### src/rtl/dedisp_sched.sv
// dedisp_sched: frame sequencer between the FFT channel stream and the serial
// dedispersor. It keeps the downstream channel counter aligned to spectrum
// boundaries by flushing with zero spectra, switching sources only at frame
// boundaries, and zero-padding frames broken by a misplaced sync.
// Optional feature: define DEDISP_SCHED_TEST_SRC_EN to compile in the
// test-source path; without it tst_* and src_sel are ignored.
module dedisp_sched #(
    parameter int N_CHANNELS   = 8,
    parameter int DIN_WIDTH    = 32,
    parameter int FLUSH_FRAMES = 16
) (
    input  logic                 clk,
    input  logic                 rst,
    input  logic [DIN_WIDTH-1:0] fft_din,
    input  logic                 fft_valid,
    input  logic                 fft_sync,
    input  logic [DIN_WIDTH-1:0] tst_din,
    input  logic                 tst_valid,
    input  logic                 tst_sync,
    input  logic                 src_sel,
    input  logic                 flush_req,
    output logic [DIN_WIDTH-1:0] dout,
    output logic                 dout_valid,
    output logic                 dout_sof,
    output logic                 dout_eof,
    output logic                 src_active,
    output logic                 flushing,
    output logic                 sync_err,
    output logic [31:0]          frame_cnt
);
    localparam int CW = (N_CHANNELS > 1) ? $clog2(N_CHANNELS) : 1;
    localparam int FW = (FLUSH_FRAMES > 1) ? $clog2(FLUSH_FRAMES) : 1;
    localparam logic [CW-1:0] CH_LAST = CW'(N_CHANNELS - 1);
    localparam logic [FW-1:0] FR_LAST = FW'(FLUSH_FRAMES - 1);

    typedef enum logic [1:0] {S_FLUSH, S_IDLE, S_RUN, S_PAD} state_t;

    state_t                 state_q;
    logic [CW-1:0]          ch_cnt_q;
    logic [FW-1:0]          flush_frm_q;
    logic                   flush_pend_q;
    logic [DIN_WIDTH-1:0]   dout_q;
    logic                   dout_valid_q;
    logic                   dout_sof_q;
    logic                   dout_eof_q;
    logic                   src_active_q;
    logic                   flushing_q;
    logic                   sync_err_q;
    logic [31:0]            frame_cnt_q;

    // Requested source as seen by the switch logic; constant live without the test path.
    logic src_next;
`ifdef DEDISP_SCHED_TEST_SRC_EN
    assign src_next = src_sel;
`else
    assign src_next = 1'b0;
    logic unused_src_sel;
    assign unused_src_sel = src_sel;
`endif

    logic                 sel_d;
    logic                 in_valid_d;
    logic                 in_sync_d;
    logic [DIN_WIDTH-1:0] in_data_d;
    logic                 flush_pend_d;

    // Input mux: while idle the request picks the source directly so a sync on
    // the newly requested stream is caught without a dead cycle.
    always_comb begin
        sel_d        = (state_q == S_IDLE) ? src_next : src_active_q;
        in_valid_d   = sel_d ? tst_valid : fft_valid;
        in_sync_d    = sel_d ? tst_sync  : fft_sync;
        in_data_d    = sel_d ? tst_din   : fft_din;
        flush_pend_d = flush_pend_q | flush_req;
    end

    // Sequencer FSM with registered outputs; every emitted word advances ch_cnt.
    always_ff @(posedge clk or posedge rst) begin
        if (rst) begin
            state_q      <= S_FLUSH;
            ch_cnt_q     <= '0;
            flush_frm_q  <= '0;
            flush_pend_q <= 1'b0;
            dout_q       <= '0;
            dout_valid_q <= 1'b0;
            dout_sof_q   <= 1'b0;
            dout_eof_q   <= 1'b0;
            src_active_q <= 1'b0;
            flushing_q   <= 1'b1;
            sync_err_q   <= 1'b0;
            frame_cnt_q  <= '0;
        end else begin
            dout_q       <= '0;
            dout_valid_q <= 1'b0;
            dout_sof_q   <= 1'b0;
            dout_eof_q   <= 1'b0;
            sync_err_q   <= 1'b0;
            case (state_q)
                S_FLUSH: begin
                    // Requests arriving here are absorbed by the flush in progress.
                    dout_valid_q <= 1'b1;
                    dout_sof_q   <= (ch_cnt_q == '0);
                    dout_eof_q   <= (ch_cnt_q == CH_LAST);
                    ch_cnt_q     <= ch_cnt_q + CW'(1);
                    if (ch_cnt_q == CH_LAST) begin
                        if (flush_frm_q == FR_LAST) begin
                            flush_frm_q  <= '0;
                            flush_pend_q <= 1'b0;
                            flushing_q   <= 1'b0;
                            src_active_q <= src_next;
                            state_q      <= S_IDLE;
                        end else begin
                            flush_frm_q <= flush_frm_q + FW'(1);
                        end
                    end
                end
                S_IDLE: begin
                    src_active_q <= src_next;
                    flush_pend_q <= flush_pend_d;
                    if (flush_pend_d) begin
                        flushing_q <= 1'b1;
                        state_q    <= S_FLUSH;
                    end else if (in_valid_d && in_sync_d) begin
                        dout_q       <= in_data_d;
                        dout_valid_q <= 1'b1;
                        dout_sof_q   <= 1'b1;
                        ch_cnt_q     <= CW'(1);
                        state_q      <= S_RUN;
                    end
                end
                S_RUN: begin
                    flush_pend_q <= flush_pend_d;
                    if (in_valid_d) begin
                        if (in_sync_d && (ch_cnt_q != '0)) begin
                            sync_err_q <= 1'b1;
                            state_q    <= S_PAD;
                        end else begin
                            dout_q       <= in_data_d;
                            dout_valid_q <= 1'b1;
                            dout_sof_q   <= (ch_cnt_q == '0);
                            dout_eof_q   <= (ch_cnt_q == CH_LAST);
                            ch_cnt_q     <= ch_cnt_q + CW'(1);
                            if (ch_cnt_q == CH_LAST) begin
                                frame_cnt_q <= frame_cnt_q + 32'd1;
                                if (flush_pend_d) begin
                                    flushing_q <= 1'b1;
                                    state_q    <= S_FLUSH;
                                end else if (src_next != src_active_q) begin
                                    src_active_q <= src_next;
                                    state_q      <= S_IDLE;
                                end
                            end
                        end
                    end
                end
                default: begin // S_PAD
                    flush_pend_q <= flush_pend_d;
                    dout_valid_q <= 1'b1;
                    dout_sof_q   <= (ch_cnt_q == '0);
                    dout_eof_q   <= (ch_cnt_q == CH_LAST);
                    ch_cnt_q     <= ch_cnt_q + CW'(1);
                    if (ch_cnt_q == CH_LAST) begin
                        if (flush_pend_d) begin
                            flushing_q <= 1'b1;
                            state_q    <= S_FLUSH;
                        end else begin
                            src_active_q <= src_next;
                            state_q      <= S_IDLE;
                        end
                    end
                end
            endcase
        end
    end

    assign dout       = dout_q;
    assign dout_valid = dout_valid_q;
    assign dout_sof   = dout_sof_q;
    assign dout_eof   = dout_eof_q;
    assign src_active = src_active_q;
    assign flushing   = flushing_q;
    assign sync_err   = sync_err_q;
    assign frame_cnt  = frame_cnt_q;
endmodule

### config.mk
export PLATFORM = sky130hd
export DESIGN_NAME = dedisp_sched
export DESIGN_NICKNAME = d
export VERILOG_FILES = /design/src/rtl/dedisp_sched.sv
export SDC_FILE = /design/constraint.sdc
export NUM_CORES = 1
export LEC_CHECK = 0
export ABC_AREA = 1
export BUFFER_PORTS_ARGS = -buffer_cell sky130_fd_sc_hd__buf_2
export CAP_MARGIN = 20
export CORE_UTILIZATION = 53
export CTS_BUF_LIST = sky130_fd_sc_hd__clkbuf_4 sky130_fd_sc_hd__clkbuf_8
export DETAILED_ROUTE_END_ITERATION = 8
export PLACE_DENSITY_LB_ADDON = 0.15
export SLEW_MARGIN = 20
export SYNTH_ARGS = -nofsm -noshare
export SYNTH_HDL_FRONTEND = slang
export SYNTH_SLANG_ARGS = --single-unit
### constraint.sdc
create_clock -name clk -period 2.6 [get_ports clk]
set_input_delay 0.26 -clock clk [delete_from_list [all_inputs] [get_ports clk]]
set_output_delay 0.26 -clock clk [all_outputs]
set_load 0.05 [all_outputs]
==> results.py, run 1 <==
metrics = {
    "hold_path": {
        "hold_end": "dout[23]",
        "hold_start": "fft_din[23]",
        "hp-class": "in2reg",
        "hold_path_depth": 3,
    },
    "layout": {
        "diodes": 0,
        "layout-drive-gt1-share_pct": 30.01,
        "area_delta_synth_final_pct": 22.50,
        "fin_nets": 799,
        "fin_util_pct": 66.90,
    },
    "worst_setup_path": {
        "cpLargestDelayFamily": "buffers and inverters",
        "r2r_start": "state_q[1]",
        "crit_type": "reg2reg",
        "rr_endpoint": "dout[27]",
        "critPathCaptureType": "register",
        "cp.required_ns": 2.89,
        "rr_worst_depth": 7,
        "critPathMaxStageDelay_ns": 0.68,
        "worst-path-buf-inv": 3,
        "reg2reg_slack_ns": 0.50,
        "slowest_stage": "inv_1",
        "cpMostUsedCell": "inv_1",
        "startpoint_type": "register",
        "cp.arrival_ns": 2.39,
        "crit_fanout": 32,
        "crit_chain": "inv_1, ha_1, inv_2, nand2_4, inv_1, o211ai_1, nor2_2",
    },
    "route": {
        "dr.pass1.iters": 4,
        "drtAntennaViolNets": 0,
        "drtIter0Drc": 219,
        "num_vias": 4231,
        "postRouteWirelength_mm": 11.09,
        "avgRoutedWirePerCell_um": 13.39,
        "drc": 0,
        "viasPerCell": 5.110,
    },
    "clock_tree": {
        "cts_root_buffer": "clkbuf_8",
        "htreeDepth": 3,
        "cts_tree": "yes",
        "path_clk_slew_ns": 0.09,
        "clockBufferDepth": 2,
        "numCtsBuffers": 9,
        "clk_latency_ns": 0.36,
        "cts_resized": 0,
        "cts.sinks": 80,
    },
    "status": {
        "status": "complete, no violations",
    },
    "yosys": {
        "ys_warn_count": 0,
        "synth-seq-area-share_pct": 44.65,
        "synthCells": 578,
        "synth_nets": 659,
        "syn_area_per_cell_um2": 7.763,
        "syn_area_um2": 4487,
        "synth_seq_cells": 80,
        "ys_types": 33,
    },
    "die": {
        "die_area_um2": 8838,
        "rows": 33,
        "io_pins": 142,
        "initial_utilization_pct": 54.61,
        "die_h_um": 94.01,
        "die_x_um": 94.01,
        "core_um2": 8217,
    },
    "timing": {
        "post-route-period-util_pct": 80.65,
        "rsz0062_at_grt": "false",
        "hold_slack_ns": 0.1934,
        "fin_skew_ns": 0.01071,
        "setup_viol": 0,
        "fmaxAchievable_ghz": 0.4769,
        "hold_viol": 0,
        "max_slew.worst_pin.slew_ns": 0.9254,
        "drv_slew": 0,
        "fin_crit_ns": 2.097,
        "setup-tns-final_ns": 0,
        "slew_headroom_pct": 38.24,
    },
    "power": {
        "switching_power_uw": 533.2,
        "power.share.clock_pct": 43.8,
        "pwr-share-seq_pct": 51.6,
        "p_per_area_nw_per_um2": 438.1,
        "peakVddDrop_mv": 0.2187,
        "pwr-share-comb_pct": 4.6,
        "p_int_uw": 1875,
        "p_leak_uw": 0.002852,
        "switching_share_pct": 22.14,
    },
    "job": {
        "cap_viol_max_count": 0,
    },
    "global_route": {
        "grt_pass1_vias": 3875,
        "grt_overflow_total": 0,
        "grt_use_total_pct": 26.21,
        "grt_start_max_net_pins": 35,
        "grt_pass1_wl_mm": 17.95,
        "antenna_found_initial": 0,
    },
    "placement": {
        "portBuffers": 140,
        "gp_congestion": 0.9070,
        "dp_hpwl_mm": 8.135,
    },
}
[cell usage in the layout, fill, tap and decap left out, drive strengths merged]
master,synthesis,final
nand3b,12,12
xor2,4,4
nand3,16,16
clkinv,0,4
mux2i,1,1
inv,35,35
a21o,1,1
nand4,4,4
xnor2,13,13
buf,8,146
dfstp,1,1
nand2,209,209
clkbuf,10,10
nor3b,1,1
a21oi,3,3
o21ai,15,15
ha,9,9
nor2,91,91
dlygate4sd3,0,1
nor3,2,2
bufinv,0,2
or2,32,32
o211ai,32,32
dfrtp,79,79
[logic make-up (layout without fill, tap and decap cells)]
| group | after synthesis | in the layout | share of synthesized area, % |
|---|---|---|---|
| AOI/OAI and AO/OA | 51 | 51 | 7.529 |
| xor gates and xnor gates | 17 | 17 | 3.653 |
| adders and majority gates | 9 | 9 | 2.510 |
| buffers and inverters | 53 | 198 | 5.382 |
| DFF | 80 | 80 | 44.65 |
| muxes | 1 | 1 | 0.2231 |
| and+or+nand+nor | 367 | 367 | 36.06 |
[per-stage QoR]
stage	cell area, um^2	power, uW	instances	worst slack [ns]
3_3_place_gp	5258	1376	811	0.5796
6_report	5497	2408	828	0.5031
4_1_cts	5497	2427	828	0.4921
5_1_grt	5497	2500	828	0.3116
3_5_place_dp	5258	1379	811	0.5155
2_1_floorplan	4487	1317	578	0.2899
[registers in the layout, indices dropped and copies added, names as in the netlist]
signal,flops
dout_valid,1
sync_err,1
dout_sof,1
flushing,1
dout_eof,1
ch_cnt_q,3
state_q,2
flush_frm_q,4
src_active,1
frame_cnt,32
flush_pend_q,1
dout,32
[cell usage after synthesis, drive strengths merged]
| cell type | instances | area (um^2) |
|---|---|---|
| xor2 | 4 | 35.03 |
| buf | 8 | 70.06 |
| nand4 | 4 | 25.02 |
| nor3 | 2 | 10.01 |
| nand3b | 12 | 90.09 |
| or2 | 32 | 200.2 |
| o211ai | 32 | 240.2 |
| nor3b | 1 | 7.510 |
| clkbuf | 10 | 37.54 |
| nand2 | 209 | 814.5 |
| o21ai | 15 | 75.07 |
| a21oi | 3 | 15.01 |
| ha | 9 | 112.6 |
| mux2i | 1 | 10.01 |
| nor2 | 91 | 380.4 |
| dfstp | 1 | 26.28 |
| a21o | 1 | 7.510 |
| nand3 | 16 | 90.09 |
| inv | 35 | 133.9 |
| dfrtp | 79 | 1977 |
| xnor2 | 13 | 128.9 |
[metal layers]
| layer | global-route usage [%] | wire, um | up-vias |
|---|---|---|---|
| met4 | 9.231 | 228 | 0 |
| met2 | 45.74 | 5589 | 140 |
| met1 | 32.09 | 4679 | 1957 |
| met5 | 0 | 0 | - |
| met3 | 5.097 | 590 | 25 |
| li1 | - | - | 2109 |
[area by class of cell]
cell class / count / area (um^2)
fill: 742 / 2720
multi-input combinational: 445 / 2242
sequential: 80 / 2003
timing repair buffer: 147 / 755.7
clock buffer: 10 / 137.6
inverter: 35 / 135.1
tap: 105 / 131.4
clock inverter: 6 / 91.34
[worst max-delay path by stage]
stage	startpoint	endpoint	slack, ns	cells after the start
after floorplan	rst	ch_cnt_q[0]	0.29	1
after global placement	state_q[1]	dout[0]	0.58	7
after detailed placement	state_q[1]	dout[26]	0.52	7
after CTS	state_q[1]	dout[26]	0.49	7
after global routing	state_q[1]	dout[30]	0.31	7
final	state_q[1]	dout[27]	0.50	7
[power groups by stage]
stage	clock network, uW	logic, uW	registers [uW]
floorplan	0	49.2	1270
global placement	0	108	1270
detailed placement	0	112	1270
global route	1130	124	1240
CTS	1070	113	1240
finish	1050	111	1240
[worst register-to-register path: stages (launching register included)]
cell and delay, ns:
dfrtp_1 0.41, inv_1 0.08, ha_1 0.24, inv_2 0.17, nand2_4 0.09, inv_1 0.68
o211ai_1 0.22, nor2_2 0.15
[what timing repair did]
| action | 4_1_cts | 5_1_grt |
|---|---|---|
| hold buffers | 1 | 0 |
| buffers inserted | 0 | 0 |
| hold endpoints to repair | 31 | 0 |
Power figures use the tool's default switching activity.
==> run 2, diff against run 1 <==
==> constraint.sdc (replaced) <==
create_clock -name clk -period 2 [get_ports clk]
set_input_delay 0.2 -clock clk [delete_from_list [all_inputs] [get_ports clk]]
set_output_delay 0.2 -clock clk [all_outputs]
set_load 0.05 [all_outputs]
==> run 2 against run 1 <==
Clock power grew 10%. Maximum frequency is 12% higher. Total power grew 22%. Flip-flop and latch count is the same. Critical endpoint is now dout[12]. Largest cell class unchanged. Highest routed layer unchanged.
==> results.py, run 2 (synthesis gave the netlist of run 1 again) <==
metrics = {
    "die": {
        "core_um2": 8217,
        "die_area_um2": 8838,
        "initial_utilization_pct": 54.61,
        "die_h_um": 94.01,
        "die_x_um": 94.01,
        "io_pins": 142,
        "rows": 33,
    },
    "worst_setup_path": {
        "cp.arrival_ns": 2.11,
        "crit_fanout": 28,
        "startpoint_type": "register",
        "critPathCaptureType": "register",
        "cp.required_ns": 2.24,
        "crit_type": "reg2reg",
    },
    "global_route": {
        "grt_start_max_net_pins": 38,
        "grt_pass1_vias": 3982,
        "grt_pass1_wl_mm": 17.71,
        "grt_overflow_total": 0,
        "grt_use_total_pct": 25.72,
        "antenna_found_initial": 0,
    },
    "clock_tree": {
        "cts_tree": "yes",
        "cts.sinks": 80,
        "htreeDepth": 3,
        "clk_latency_ns": 0.35,
        "path_clk_slew_ns": 0.08,
        "cts_root_buffer": "clkbuf_8",
        "clockBufferDepth": 2,
        "numCtsBuffers": 9,
    },
    "power": {
        "pwr-share-comb_pct": 5.0,
        "power.share.clock_pct": 39.8,
        "switching_share_pct": 22.13,
        "p_leak_uw": 0.002867,
        "p_per_area_nw_per_um2": 527.0,
        "p_int_uw": 2280,
        "switching_power_uw": 647.9,
        "pwr-share-seq_pct": 55.2,
        "peakVddDrop_mv": 0.3489,
    },
    "layout": {
        "layout-drive-gt1-share_pct": 30.91,
        "fin_util_pct": 67.63,
        "nFillCells": 741,
        "final_area_um2": 5557,
        "fin_nets": 804,
        "most-common-layout-cells": "nand2_1 (203), buf_2 (140), nor2_1 (82)",
        "diodes": 0,
        "layout_commonest_cell": "nand2_1",
        "area_delta_synth_final_pct": 23.84,
    },
    "timing": {
        "hold_slack_ns": 0.1449,
        "fmaxAchievable_ghz": 0.5346,
        "fin_crit_ns": 1.871,
        "setup_viol": 0,
        "post-route-period-util_pct": 93.53,
        "fin_skew_ns": 0.008228,
        "setup-tns-final_ns": 0,
        "rsz0062_at_grt": "false",
        "drv_slew": 0,
        "slew_headroom_pct": 57.86,
        "max_slew.worst_pin.slew_ns": 0.6308,
        "hold_viol": 0,
    },
    "route": {
        "avgRoutedWirePerCell_um": 12.92,
        "dr.pass1.iters": 6,
        "drtAntennaViolNets": 0,
        "drtIter0Drc": 87,
        "postRouteWirelength_mm": 10.77,
        "viasPerCell": 5.148,
        "num_vias": 4288,
        "drc": 0,
    },
    "placement": {
        "portBuffers": 140,
        "dp_hpwl_mm": 8.222,
        "gp_congestion": 0.9378,
        "placed_area_um2": 5328,
    },
    "status": {
        "status": "complete, no violations",
    },
    "job": {
        "cap_viol_max_count": 0,
    },
    "hold_path": {
        "hp-class": "in2reg",
    },
}
## run 2: power groups by stage
stage	Sequential, uW	Clock, uW	Combinational (uW)
floorplan	1650	0	64.4
global placement	1650	0	143
detailed placement	1650	0	149
CTS	1620	1210	151
global route	1620	1270	166
finish	1620	1160	148
## run 2: final cells by class
type                    instances  area [um^2]  area share [%]
multi-input cells             445         2262           40.71
flip-flops and latches         80         2003           36.05
repair buffers                152        830.8           14.95
inverters                      35        137.6           2.477
clock buffers                  10        131.4           2.364
well taps                     105        131.4           2.364
clock inverters                 6        60.06           1.081
## run 2: worst paths after layout
path	start	end	slack (ns)	depth (start not counted)
worst max-delay path	state_q[1]	dout[12]	0.13	11
min in group asynchronous	rst	frame_cnt[29]	0.48	3
worst min register to register	flushing	flushing	0.50	2
worst max register to register	state_q[1]	dout[12]	0.13	11
worst min-delay path	fft_din[8]	dout[8]	0.14	3
max in group asynchronous	rst	frame_cnt[16]	0.90	4
## run 2: metal layers
metal | routed length (um) | share of wire (%) | track usage [%] | vias up
met1 | 4409 | 41 | 29.95 | 1990
li1 | - | - | - | 2122
met3 | 633 | 5.9 | 5.259 | 24
met2 | 5454 | 51 | 45.13 | 152
met5 | 0 | 0 | 0 | -
met4 | 269 | 2.5 | 11.92 | 0
## run 2: what timing repair did
item                                    in CTS  in global routing
hold endpoints to repair                    25                  0
setup buffers                                0                  1
endpoints found under the setup margin       0                 44
hold buffers                                 1                  0
resized for setup                            0                  5
## run 2: worst max-delay path: stages (launching register included)
cell and delay [ns]:
dfrtp_1 0.40, inv_1 0.10, ha_4 0.19, inv_2 0.15
nand2_4 0.11, nand2_1 0.10, nand3_2 0.12, nand2_4 0.13
nor2_2 0.06, nor2_4 0.14, buf_12 0.18, nor2_1 0.06
## run 2: per-stage QoR
step | total power (uW) | setup slack, ns | cells
after floorplan | 1713 | 0.1228 | 578
after global routing | 3052 | 0.01326 | 833
after global placement | 1792 | 0.1893 | 815
after detailed placement | 1797 | 0.1095 | 815
after CTS | 2972 | 0.08320 | 832
final | 2928 | 0.1295 | 833
==> run 3, diff against run 2 <==
--- a/config.mk
+++ b/config.mk
@@ -5,10 +5,9 @@
 export SDC_FILE = /design/constraint.sdc
 export NUM_CORES = 1
 export LEC_CHECK = 0
-export ABC_AREA = 1
 export BUFFER_PORTS_ARGS = -buffer_cell sky130_fd_sc_hd__buf_2
 export CAP_MARGIN = 20
-export CORE_UTILIZATION = 53
+export CORE_UTILIZATION = 51
 export CTS_BUF_LIST = sky130_fd_sc_hd__clkbuf_4 sky130_fd_sc_hd__clkbuf_8
 export DETAILED_ROUTE_END_ITERATION = 8
 export PLACE_DENSITY_LB_ADDON = 0.15
==> run 3 against run 2 <==
The flow now finishes with violations (setup timing). Cell count down 21%. Setup slack lost 0.14 ns. Cell area fell by 3.1%. Maximum frequency decreased by 7.0%. Via count is 21% lower. Flip-flop and latch count did not move.
==> results.py, run 3 <==
metrics = {
    "yosys": {
        "synth_top_area_share_pct": 51.62,
        "synthCells": 380,
        "synthMuxAreaShare_pct": 2.581,
        "yosys.area.top_type": "dfrtp_1",
        "synth-seq-area-share_pct": 52.30,
        "synth_top_family_by_area": "simple AND/OR/NAND/NOR gates",
        "synth_adder_area_share_pct": 2.940,
        "syn_area_per_cell_um2": 10.08,
        "ys_types": 57,
        "ys_warn_count": 0,
        "yosys.area_share.simple_pct": 20.03,
        "synth_nets": 461,
        "synth-compound-area-share_pct": 11.07,
        "synth-edff-count": 0,
        "ys.flop_type": "dfrtp_1",
        "syn_area_um2": 3830,
        "ys_top_cells_by_count": "dfrtp_1 (79), nand2_1 (79), a21oi_1 (38)",
        "netlist_top_cells_area": "dfrtp_1 (52%), nand2_1 (7.7%), a21oi_1 (5.0%)",
        "synth_seq_cells": 80,
        "ys_async_sr_fraction_pct": 100.0,
        "synth_xor_area_share_pct": 7.318,
    },
    "die": {
        "die_x_um": 88.66,
        "core_um2": 7253,
        "rows": 31,
        "io_pins": 142,
        "initial_utilization_pct": 52.80,
        "die_area_um2": 7861,
        "die_h_um": 88.66,
    },
    "route": {
        "avgRoutedWirePerCell_um": 14.86,
        "dr.pass1.iters": 4,
        "drtIter0Drc": 98,
        "drtAntennaViolNets": 0,
        "postRouteWirelength_mm": 9.839,
        "drc": 0,
        "viasPerCell": 5.144,
        "num_vias": 3405,
    },
    "layout": {
        "fin_util_pct": 74.21,
        "most-common-layout-cells": "buf_2 (140), nand2_1 (79), dfrtp_1 (78)",
        "final_area_um2": 5383,
        "fin_nets": 639,
        "area_delta_synth_final_pct": 40.54,
        "layout-drive-gt1-share_pct": 43.87,
        "diodes": 0,
        "layout_commonest_cell": "buf_2",
    },
    "clock_tree": {
        "numCtsBuffers": 9,
        "cts.sinks": 80,
        "path_clk_slew_ns": 0.09,
        "cts_root_buffer": "clkbuf_8",
        "htreeDepth": 3,
        "clockBufferDepth": 2,
        "cts_tree": "yes",
        "clk_latency_ns": 0.34,
    },
    "worst_setup_path": {
        "startpoint_type": "register",
        "reg2reg_slack_ns": -0.01,
        "r2r_start": "state_q[1]",
        "critPathCaptureType": "register",
        "critPathMaxStageDelay_ns": 0.42,
        "rr_endpoint": "frame_cnt[27]",
        "cp.required_ns": 2.27,
        "cpLargestDelayFamily": "simple AND/OR/NAND/NOR gates",
        "slowest_stage": "nor4b_1",
        "crit_chain": "inv_2, ha_4, nor2b_4, mux2i_4, buf_6, o211ai_4, nor4b_1, xor2_1",
        "crit_fanout": 5,
        "worst-path-buf-inv": 2,
        "startpoint": "state_q[1]",
        "rr_worst_depth": 8,
        "cp.arrival_ns": 2.28,
        "crit_type": "reg2reg",
    },
    "status": {
        "violations": "setup timing",
        "status": "complete, but fails checks",
    },
    "placement": {
        "portBuffers": 140,
        "placed_area_um2": 4853,
        "gp_congestion": 0.8579,
        "dp_hpwl_mm": 6.862,
    },
    "timing": {
        "hold_slack_ns": 0.08024,
        "rsz0062_at_grt": "true",
        "fmaxAchievable_ghz": 0.4973,
        "fin_crit_ns": 2.011,
        "hold_viol": 0,
        "fin_skew_ns": 0.01287,
        "worst_slack_ns": -0.01081,
        "max_slew.worst_pin.slew_ns": 0.5930,
        "slew_headroom_pct": 60.38,
        "post-route-period-util_pct": 100.5,
        "setup_viol": 3,
        "drv_slew": 0,
    },
    "power": {
        "p_leak_uw": 0.002847,
        "p_per_area_nw_per_um2": 574.5,
        "peakVddDrop_mv": 0.4149,
    },
    "global_route": {
        "antenna_found_initial": 0,
        "grt_overflow_total": 0,
        "grt_pass1_wl_mm": 14.85,
        "grt_start_max_net_pins": 40,
        "grt_use_total_pct": 24.62,
        "grt_pass1_vias": 3162,
    },
    "hold_path": {
        "hold_path_depth": 3,
        "hold_start": "tst_din[26]",
        "hold_end": "dout[26]",
        "hp-class": "in2reg",
    },
    "job": {
        "cap_viol_max_count": 0,
    },
}
## run 3: changes by cell type in the layout (fill, tap and decap cells not counted), moves of 5 or more
cell / before / now
a21oi_1: 3 / 38
buf_4: 8 / 32
buf_6: 0 / 9
inv_1: 31 / 11
nand2_1: 203 / 79
nand3b_1: 12 / 1
nor2_1: 82 / 10
nor2_2: 7 / 0
nor3_2: 0 / 7
nor4_4: 0 / 5
o211ai_1: 32 / 1
or2_2: 32 / 1
xor2_1: 4 / 16
## run 3: worst min-delay path, stage by stage
cell and delay [ns]:
buf_2 0.09, nand2_1 0.04, a21oi_1 0.05
## run 3: report_power, final
group | switching (uW) | internal, uW | leakage (uW)
registers | 0 | 1620 | 0.00106
clock network | 580 | 752 | 0.000117
logic | 74.5 | 70.0 | 0.00167
total | 654 | 2440 | 0.00285
## run 3: area by class of cell
| cell class | instances | area (um^2) |
|---|---|---|
| fillers | 526 | 1871 |
| well taps | 99 | 123.9 |
| inverters | 14 | 56.30 |
| multi-input cells | 268 | 1862 |
| repair buffers | 185 | 1112 |
| flip-flops and latches | 80 | 2004 |
| clock buffers | 11 | 145.1 |
| clock inverters | 5 | 78.83 |
## run 3: worst max path at each step
stage | to | slack (ns) | depth (start not counted)
3_5_place_dp | frame_cnt[28] | -0.12 | 8
4_1_cts | frame_cnt[22] | -0.01 | 7
6_report | frame_cnt[27] | -0.01 | 8
5_1_grt | frame_cnt[25] | -0.11 | 10
3_3_place_gp | frame_cnt[26] | -0.06 | 7
2_1_floorplan | frame_cnt[17] | 0.02 | 10
## run 3: metrics by stage
step,worst slack (ns),instances,power (uW),TNS [ns]
after CTS,-0.01495,658,3120,-0.05283
after global routing,-0.1124,662,3194,-3.917
final,-0.01081,662,3093,-0.02095
after floorplan,0.02384,380,1694,0
after global placement,-0.06098,634,1785,-0.1955
after detailed placement,-0.1197,634,1786,-1.217
## run 3: cells by family after synthesis
| logic type | count (synthesis) |
|---|---|
| compound gates | 68 |
| xor+xnor | 32 |
| fa+ha+maj | 9 |
| buf+inv | 32 |
| flops | 80 |
| mux | 8 |
| simple gates | 151 |
## run 3: repair_timing
action                                  4_1_cts  5_1_grt
setup buffers                                 7        4
pin swaps                                     8       12
endpoints found under the setup margin       60       68
hold endpoints to repair                     24        0
hold buffers                                  1        0
resized for setup                            19       22
## run 3: routing by layer
| metal | GRT usage, % | part of all wire, % |
|---|---|---|
| met3 | 4.011 | 5.1 |
| met2 | 41.12 | 49 |
| met1 | 32.33 | 44 |
| met4 | 9.238 | 1.4 |
| met5 | 0 | 0 |
